--- config.mk ---
export PLATFORM = sky130hd
export DESIGN_NAME = manchester_frame_deframer
export DESIGN_NICKNAME = d
export VERILOG_FILES = /design/src/rtl/manchester_frame_deframer.sv
export SDC_FILE = /design/constraint.sdc
export NUM_CORES = 1
export LEC_CHECK = 0
export CORE_MARGIN = 1
export CORE_UTILIZATION = 43
export CTS_CLUSTER_DIAMETER = 200
export DETAILED_ROUTE_END_ITERATION = 10
export GPL_TIMING_DRIVEN = 0
export SYNTH_ARGS = -nofsm -noshare
export SYNTH_HDL_FRONTEND = slang
export SYNTH_SLANG_ARGS = --single-unit
export TNS_END_PERCENT = 30
--- constraint.sdc ---
create_clock -name recovered_clk -period 7.13 [get_ports recovered_clk]
set_input_delay 0.713 -clock recovered_clk [delete_from_list [all_inputs] [get_ports recovered_clk]]
set_output_delay 0.713 -clock recovered_clk [all_outputs]
set_load 0.1 [all_outputs]
--- src/rtl/manchester_frame_deframer.sv ---
// -----------------------------------------------------------------------------
// manchester_frame_deframer
//
// Bit-to-word framing stage behind the Manchester decoder. One decoded bit is
// sampled per recovered_clk rising edge. The block hunts for SYNC_PATTERN,
// then assembles WORDS_PER_FRAME words of DATA_W bits (MSB first) and queues
// them, tagged with a last-word flag, in a show-ahead FIFO.
//
// Optional feature macro: PARITY_CHECK_EN
//   defined   : each word is followed by one even-parity bit; a bad word is
//               dropped, parity_err pulses and the frame is aborted.
//   undefined : no parity bit, parity_err is tied to 0.
//
// Ports:
//   recovered_clk  in   bit clock
//   rst_n          in   asynchronous active-low reset
//   rx_bit         in   decoded serial data
//   out_data       out  head-of-FIFO word (0 when the FIFO is empty)
//   out_last       out  head word is the final word of its frame
//   out_valid      out  FIFO not empty
//   out_ready      in   consumer accepts the head word
//   locked         out  inside a frame (DATA / PARITY)
//   parity_err     out  one-cycle pulse on a parity failure
//   overflow       out  sticky: a word was dropped on a full FIFO
//   clr_ovf        in   synchronous clear for overflow
//   fifo_level     out  FIFO occupancy
// -----------------------------------------------------------------------------
module manchester_frame_deframer #(
    parameter int          DATA_W          = 8,
    parameter int          SYNC_W          = 8,
    parameter logic [15:0] SYNC_PATTERN    = 16'h00D5,
    parameter int          WORDS_PER_FRAME = 4,
    parameter int          FIFO_DEPTH      = 4
) (
    input  logic                          recovered_clk,
    input  logic                          rst_n,
    input  logic                          rx_bit,
    output logic [DATA_W-1:0]             out_data,
    output logic                          out_last,
    output logic                          out_valid,
    input  logic                          out_ready,
    output logic                          locked,
    output logic                          parity_err,
    output logic                          overflow,
    input  logic                          clr_ovf,
    output logic [$clog2(FIFO_DEPTH):0]   fifo_level
);

    localparam int PTR_W  = $clog2(FIFO_DEPTH);
    localparam int LVL_W  = PTR_W + 1;
    localparam int BIT_CW = $clog2(DATA_W);
    localparam int WCNT_W = (WORDS_PER_FRAME > 1) ? $clog2(WORDS_PER_FRAME) : 1;
`ifdef PARITY_CHECK_EN
    // The whole word is held until the parity bit arrives.
    localparam int WREG_W = DATA_W;
`else
    // The final data bit is taken straight from rx_bit at the push edge.
    localparam int WREG_W = DATA_W - 1;
`endif

    localparam logic [SYNC_W-1:0] SYNC_VAL  = SYNC_W'(SYNC_PATTERN);
    localparam logic [BIT_CW-1:0] BIT_LAST  = BIT_CW'(DATA_W - 1);
    localparam logic [WCNT_W-1:0] WORD_LAST = WCNT_W'(WORDS_PER_FRAME - 1);
    localparam logic [LVL_W-1:0]  LVL_FULL  = LVL_W'(FIFO_DEPTH);

    typedef enum logic [1:0] {
        ST_HUNT,
`ifdef PARITY_CHECK_EN
        ST_PARITY,
`endif
        ST_DATA
    } state_e;

    state_e              state_q, state_d;
    // Only the SYNC_W-1 most recent bits are stored; rx_bit completes the window.
    logic [SYNC_W-2:0]   shreg_q, shreg_d;
    logic [BIT_CW-1:0]   bit_cnt_q, bit_cnt_d;
    logic [WCNT_W-1:0]   word_cnt_q, word_cnt_d;
    logic [WREG_W-1:0]   word_q, word_d;
    logic                parity_err_q, parity_err_d;
    logic                overflow_q, overflow_d;

    logic [DATA_W:0]     mem_q [FIFO_DEPTH];
    logic [PTR_W-1:0]    wr_ptr_q, wr_ptr_d;
    logic [PTR_W-1:0]    rd_ptr_q, rd_ptr_d;
    logic [LVL_W-1:0]    level_q, level_d;

    logic                push;
    logic [DATA_W-1:0]   push_word;
    logic                push_last;
    logic                pop;
    logic                full;
    logic                push_ok;
    logic                ovf_set;
    logic [DATA_W:0]     head;

    // -------------------------------------------------------------------------
    // Framing state machine
    // -------------------------------------------------------------------------
    always_comb begin
        // NOTE: every signal gets a default before the case so no path leaves
        // it unassigned; that is what keeps this block free of latches.
        state_d      = state_q;
        shreg_d      = shreg_q;
        bit_cnt_d    = bit_cnt_q;
        word_cnt_d   = word_cnt_q;
        word_d       = word_q;
        parity_err_d = 1'b0;
        push         = 1'b0;
        push_word    = '0;
        push_last    = (word_cnt_q == WORD_LAST);

        case (state_q)
            ST_HUNT: begin
                shreg_d = (SYNC_W-1)'({shreg_q, rx_bit});
                if ({shreg_q, rx_bit} == SYNC_VAL) begin
                    state_d    = ST_DATA;
                    bit_cnt_d  = '0;
                    word_cnt_d = '0;
                end
            end

            ST_DATA: begin
                word_d    = WREG_W'({word_q, rx_bit});
                bit_cnt_d = bit_cnt_q + 1'b1;
                if (bit_cnt_q == BIT_LAST) begin
`ifdef PARITY_CHECK_EN
                    state_d = ST_PARITY;
`else
                    push      = 1'b1;
                    push_word = {word_q, rx_bit};
`endif
                end
            end

`ifdef PARITY_CHECK_EN
            ST_PARITY: begin
                if (^{word_q, rx_bit} == 1'b0) begin
                    push      = 1'b1;
                    push_word = word_q;
                end else begin
                    // Abort the frame; the remaining bits are hunted afresh.
                    parity_err_d = 1'b1;
                    state_d      = ST_HUNT;
                    shreg_d      = '0;
                end
            end
`endif

            default: begin
                state_d = ST_HUNT;
                shreg_d = '0;
            end
        endcase

        // The frame advances on every push, even one the FIFO has to drop.
        if (push) begin
            word_cnt_d = word_cnt_q + 1'b1;
            bit_cnt_d  = '0;
            if (push_last) begin
                state_d = ST_HUNT;
                shreg_d = '0;
            end else begin
                state_d = ST_DATA;
            end
        end
    end

    // -------------------------------------------------------------------------
    // FIFO control
    // -------------------------------------------------------------------------
    always_comb begin
        pop      = out_valid && out_ready;
        full     = (level_q == LVL_FULL);
        // A pop on the same edge frees the slot a full FIFO needs.
        push_ok  = push && (!full || pop);
        ovf_set  = push && full && !pop;
        wr_ptr_d = wr_ptr_q + PTR_W'(push_ok);
        rd_ptr_d = rd_ptr_q + PTR_W'(pop);
        case ({push_ok, pop})
            2'b10:   level_d = level_q + 1'b1;
            2'b01:   level_d = level_q - 1'b1;
            default: level_d = level_q;
        endcase
        // Set wins over a simultaneous clear.
        overflow_d = ovf_set || (overflow_q && !clr_ovf);
    end

    // -------------------------------------------------------------------------
    // State registers
    // -------------------------------------------------------------------------
    // NOTE: sequential state is written only with <= so every register samples
    // its _d value from before the edge, independent of statement order.
    always_ff @(posedge recovered_clk or negedge rst_n) begin
        if (!rst_n) begin
            state_q      <= ST_HUNT;
            shreg_q      <= '0;
            bit_cnt_q    <= '0;
            word_cnt_q   <= '0;
            word_q       <= '0;
            parity_err_q <= 1'b0;
            overflow_q   <= 1'b0;
            wr_ptr_q     <= '0;
            rd_ptr_q     <= '0;
            level_q      <= '0;
        end else begin
            state_q      <= state_d;
            shreg_q      <= shreg_d;
            bit_cnt_q    <= bit_cnt_d;
            word_cnt_q   <= word_cnt_d;
            word_q       <= word_d;
            parity_err_q <= parity_err_d;
            overflow_q   <= overflow_d;
            wr_ptr_q     <= wr_ptr_d;
            rd_ptr_q     <= rd_ptr_d;
            level_q      <= level_d;
        end
    end

    // NOTE: the storage array has no reset; an entry is only visible once the
    // level says it was written, and out_data is masked while empty.
    always_ff @(posedge recovered_clk) begin
        if (push_ok) begin
            mem_q[wr_ptr_q] <= {push_last, push_word};
        end
    end

    // -------------------------------------------------------------------------
    // Outputs
    // -------------------------------------------------------------------------
    assign head       = mem_q[rd_ptr_q];
    assign out_valid  = (level_q != '0);
    assign out_data   = out_valid ? head[DATA_W-1:0] : '0;
    assign out_last   = out_valid && head[DATA_W];
    assign fifo_level = level_q;
    assign overflow   = overflow_q;
`ifdef PARITY_CHECK_EN
    assign locked     = (state_q == ST_DATA) || (state_q == ST_PARITY);
    assign parity_err = parity_err_q;
`else
    assign locked     = (state_q == ST_DATA);
    assign parity_err = 1'b0;
`endif

endmodule

==> results of run 1 <==
## placed cells by master (no fill, tap or decap), types with 2 or more instances in the layout
| cell type | netlist | layout |
|---|---|---|
| dfrtp_1 | 28 | 28 |
| and3_1 | 8 | 8 |
| nor2_1 | 5 | 5 |
| nand3b_1 | 2 | 2 |
| mux2_2 | 8 | 8 |
| mux4_2 | 9 | 9 |
| buf_2 | 4 | 5 |
| nand2_1 | 10 | 10 |
| clkbuf_1 | 5 | 5 |
| clkinvlp_4 | 0 | 2 |
| clkdlybuf4s50_1 | 0 | 18 |
| inv_1 | 11 | 11 |
| nand3_1 | 10 | 10 |
| ha_1 | 5 | 5 |
| nand4_1 | 2 | 2 |
| o22ai_1 | 3 | 3 |
| clkbuf_8 | 0 | 9 |
| edfxtp_1 | 36 | 36 |
| o311ai_0 | 2 | 2 |
| o21ai_0 | 16 | 16 |
| o211ai_1 | 2 | 2 |
| and2_1 | 10 | 10 |
| xor2_1 | 3 | 3 |
## cell usage after synthesis, drive strengths merged
cell	number	area share, %
o22ai	3	0.67
or3	1	0.22
o211ai	2	0.54
o31a	1	0.31
mux4	9	7.3
nor3b	1	0.27
clkbuf	5	0.67
buf	6	1.1
and3	8	1.8
a21boi	1	0.27
nand4	2	0.45
nand4b	1	0.31
nand2	10	1.3
mux2	8	3.2
fa	1	0.72
and3b	1	0.31
inv	11	1.5
nor2	5	0.67
o21ai	16	2.9
a21o	1	0.27
nand3b	2	0.54
a21bo	1	0.36
edfxtp	36	39
and2	12	2.8
o31ai	1	0.27
dfrtp	28	25
a21oi	1	0.18
o311ai	2	0.63
xor2	3	0.94
a31oi	1	0.22
conb	1	0.13
or4b	1	0.49
ha	5	2.2
nand4bb	1	0.40
nand3	10	1.8
or4bb	1	0.40
## metrics by stage
| step | setup WS, ns | utilization (%) | hold slack [ns] |
|---|---|---|---|
| floorplan | 3.34 | - | 0.417 |
| global placement | 3.83 | 50.5 | 0.485 |
| detailed placement | 4.02 | 50.5 | 0.491 |
| CTS | 3.64 | 53.7 | 0.507 |
| global route | 3.47 | 53.7 | 0.436 |
| finish | 3.71 | 53.7 | 0.381 |
## logic make-up (layout without fill, tap and decap cells)
kind of cell    Yosys count  after routing  synth area share, %
compound gates           30             30                 6.59
xor+xnor                  3              3                0.941
fa+ha+maj                 6              6                 2.96
buf+inv                  22             57                 3.27
flops                    64             64                 63.8
mux                      17             17                 10.5
other cells               1              1                0.134
simple gates             56             56                 11.8
## sequential cells by signal, indices dropped and copies added (netlist names)
| name | flops |
|---|---|
| mem_q | 36 |
| shreg_q | 7 |
| word_q | 7 |
| bit_cnt_q | 3 |
| fifo_level | 3 |
| rd_ptr_q | 2 |
| word_cnt_q | 2 |
| wr_ptr_q | 2 |
| overflow | 1 |
| state_q | 1 |
## critical path: cells and delay by family (launching register included)
kind                   cells  cell delay, ns
and+or+nand+nor            1            0.12
DFF                        1            0.32
muxes                      1            0.32
buffers and inverters      2            1.60
## per-layer routing
metal	vias to the layer above	global-route usage (%)	part of all wire, %	routed length (um)
li1	802	-	-	-
met1	809	21.7	48	2300
met2	38	25.0	46	2220
met3	9	4.95	4.1	199
met4	0	9.14	2.3	109
met5	-	0	0	0
## cell type report
type                    count  area share (%)
flip-flops and latches     64            54.5
multi-input cells         113            28.2
repair buffers             19            5.66
clock inverters             7            2.18
plain buffers              11            1.53
well taps                  75            2.87
inverters                  11            1.26
clock buffers               9            3.79
## path summary, 6_finish.rpt
kind                                   start            end  slack [ns]  cells after the start
worst max-delay path             rd_ptr_q[1]    out_data[5]        3.71                      4
worst min-delay path                   rst_n  fifo_level[0]        0.38                      1
worst max register to register  bit_cnt_q[0]    mem_q[0][4]        4.82                      5
worst min register to register   rd_ptr_q[0]    rd_ptr_q[0]        0.50                      1
max in group asynchronous              rst_n   bit_cnt_q[1]        6.34                      1
min in group recovered_clk       rd_ptr_q[0]    rd_ptr_q[0]        0.50                      1
==> flow_summary.yaml, run 1 <==
outcome:
  status: "complete, no violations"
cts:
  cts_sinks: 64
  root_buffer: "clkbuf_8"
  cts_tree: "yes"
  clock_latency_ns: 0.34
  cts_buffers: 9
  clockBufferDepth: 2
  h-tree-depth: 3
  clkTransAtPathRegs_ns: 0.07
  cts_setup_buffers: 0
  ctsResizeCount: 0
  ctsHoldBuffers: 0
timing:
  fin_skew_ns: 0.00524
  finalCriticalPeriod_ns: 3.42
  slew_headroom_pct: 35.0
  worst_slew_pin_slew_ns: 0.972
  finalSetupTns_ns: 0
  drv_slew: 0
  setup_viol: 0
  finalCritPeriodShare_pct: 48.0
  hold_viol_final: 0
  max_freq_mhz: 292
  rsz0062_at_grt: "no"
global_routing:
  grt_pass1_wl_mm: 7.92
  overflow: 0
  antenna_found_initial: 0
  grt_max_degree: 29
  grt_usage_pct: 16.7
  grt_pass1_vias: 1564
route:
  routed_wl_mm: 4.83
  via_per_inst: 5.37
  ant_nets: 0
  vias: 1658
  first_pass_iters: 4
  drc: 0
  dr.first_iter.drc_count: 71
  wire_per_inst_um: 15.6
cells_and_area:
  fin_cells: 309
  diodes: 0
  seq_area_sq_um: 1780
  nFillCells: 534
  drive_gt1_share_pct: 17.9
  layout.nets: 240
  multi_input_area_sq_um: 923
  stdcell_area_sq_um: 3270
  area_growth_pct: 17.2
die:
  start_util_pct: 45.8
  io_pins: 21
  rows: 28
  die_y_um: 82.6
  core_area_sq_um: 6100
  die_area_sq_um: 6820
  die_w_um: 82.6
synthesis:
  syn_inst: 199
  ys_types: 40
  syn_avg_cell_area_sq_um: 14.0
  syn_nets: 210
  yosys_warnings: 0
  ys_ff_latch: 64
  synthesis.area_sq_um: 2790
  ys_seq_area_share_pct: 63.8
worst_setup_path:
  endpoint_kind: "output pin"
  crit_chain: "clkbuf_1 > mux4_2 > and2_1 > clkdlybuf4s50_1"
  worstSetupStartpointType: "flip-flop"
  cp.required_ns: 6.42
  cp_slowest_cell: "clkdlybuf4s50_1"
  criticalPathCategory: "reg -> out"
  worstPathArrival_ns: 2.71
  slowest_delay_ns: 1.13
  critPathMaxFanout: 10
place:
  dp_hpwl_mm: 3.21
  globalplace.congestion: 0.731
  place_inst: 293
  portBuffers: 19
  dpl-instance-area_sq_um: 3080
min_path:
  hold_path_class: "in -> async"
flow_run:
  cap_violations: 0
Power of run 1 is not shown: default switching activity piles up to over one toggle a cycle in this logic, so the estimate is an artifact.
==> run 2, diff against run 1 <==
- clock period: 7.13 -> 2.81 ns (I/O delays scaled with it)
==> run 2 against run 1 <==
The flow now finishes with violations (hold timing); setup slack lost 3.6 ns; count of clock-buffer cells in the layout grew 1; sequential share of layout area is essentially flat; die area is the same; utilization is essentially flat; sequential cell count is the same; register-to-register slack lost 4.4 ns; hold slack lost 0.42 ns; critical path type unchanged; critical endpoint is now out_data[7]; largest cell class unchanged; highest routed layer unchanged.
==> flow_summary.yaml, run 2 (synthesized netlist as in run 1, its figures left out) <==
cts:
  clock_latency_ns: 0.33
  cts_sinks: 64
  clockBufferDepth: 2
  cts_tree: "yes"
  ctsHoldBuffers: 0
  cts_buffers: 9
  clkTransAtPathRegs_ns: 0.07
  h-tree-depth: 3
  root_buffer: "clkbuf_8"
die:
  core_area_sq_um: 6100
  start_util_pct: 45.8
  die_w_um: 82.6
  die_y_um: 82.6
  rows: 28
  die_area_sq_um: 6820
  io_pins: 21
route:
  via_per_inst: 5.37
  wire_per_inst_um: 15.7
  routed_wl_mm: 4.86
  dr.first_iter.drc_count: 76
  ant_nets: 0
  first_pass_iters: 4
  drc: 0
  vias: 1659
worst_setup_path:
  worstPathArrival_ns: 2.41
  rr_worst_depth: 9
  endpoint_kind: "output pin"
  r2r_slack_ns: 0.46
  r2r_end: "fifo_level[2]"
  cp.required_ns: 2.53
  worstSetupStartpointType: "flip-flop"
  critPathMaxFanout: 9
  criticalPathCategory: "reg -> out"
  reg2reg_from: "bit_cnt_q[0]"
cells_and_area:
  drive_gt1_share_pct: 22.6
  most-common-layout-cells: "edfxtp_1, dfrtp_1, o21ai_0"
  layout.nets: 240
  largest_reg_flops: 36
  reg.largest.list: "mem_q: 36 flops, shreg_q: 7 flops, word_q: 7 flops"
  diodes: 0
  area_growth_pct: 17.3
  top_register: "mem_q"
  final_common_cell: "edfxtp_1"
place:
  globalplace.congestion: 0.731
  dp_hpwl_mm: 3.27
  portBuffers: 19
outcome:
  violations: "hold timing"
  status: "complete, but fails checks"
timing:
  hold_viol_final: 28
  slew_headroom_pct: 35.1
  finalCriticalPeriod_ns: 2.69
  fin_skew_ns: 0.00792
  drv_slew: 0
  whs_ns: -0.0351
  max_freq_mhz: 372
  finalSetupTns_ns: 0
  finalCritPeriodShare_pct: 95.6
  rsz0062_at_grt: "yes"
  worst_slew_pin_slew_ns: 0.970
  setup_viol: 0
min_path:
  hold_path_class: "in -> async"
flow_run:
  cap_violations: 0
global_routing:
  antenna_found_initial: 0
  grt_max_degree: 29
  grt_usage_pct: 16.7
  overflow: 0
  grt_pass1_vias: 1653
  grt_pass1_wl_mm: 8.06
## run 2: how the worst max path moves through the flow
stage / start / end / slack, ns / depth (start not counted)
2_1_floorplan: fifo_level[0] / out_data[2] / -0.05 / 3
3_3_place_gp: out_ready / mem_q[0][6] / -0.05 / 4
3_5_place_dp: rd_ptr_q[1] / out_data[5] / 0.15 / 4
4_1_cts: rd_ptr_q[1] / out_data[5] / 0.06 / 4
5_1_grt: rd_ptr_q[1] / out_data[7] / -0.03 / 4
6_report: rd_ptr_q[0] / out_data[7] / 0.12 / 4
## run 2: per-layer routing
layer | vias to the layer above | part of all wire (%) | global-route usage (%)
met4 | 0 | 0.95 | 6.21
met3 | 6 | 2.6 | 5.27
met5 | - | 0 | 0
li1 | 802 | - | -
met1 | 829 | 47 | 21.3
met2 | 22 | 49 | 26.7
## run 2: what timing repair did
action	4_1_cts	5_1_grt
buffers inserted	0	0
gates resized for setup	9	16
setup endpoints to repair	9	10
cloned	0	0
## run 2: layout make-up
cell class / instances / area, sq um
buffer: 11 / 51.3
clock buffer: 10 / 138
clock inverter: 6 / 90.1
fill: 557 / 2820
inverter: 11 / 41.3
multi-input combinational: 113 / 926
sequential: 64 / 1780
tap: 75 / 93.8
timing repair buffer: 19 / 151
## run 2: worst max-delay path: stages, from the launching register on
cell and delay (ns):
dfrtp_1 0.35, buf_2 0.31, mux4_2 0.53, and2_1 0.16, clkdlybuf4s15_1 0.71
## run 2: stage by stage
stage	utilization, %	hold WS (ns)	std cells	worst slack (ns)	area, sq um
after floorplan	-	-0.0146	199	-0.0464	2800
after global placement	50.5	0.484	293	-0.0480	3080
after detailed placement	50.6	0.492	293	0.152	3080
after CTS	54.1	0.492	309	0.0593	3300
after global routing	53.7	0.0146	309	-0.0306	3270
final	53.7	-0.0351	309	0.123	3270
Power of run 2 is left out for the same reason.
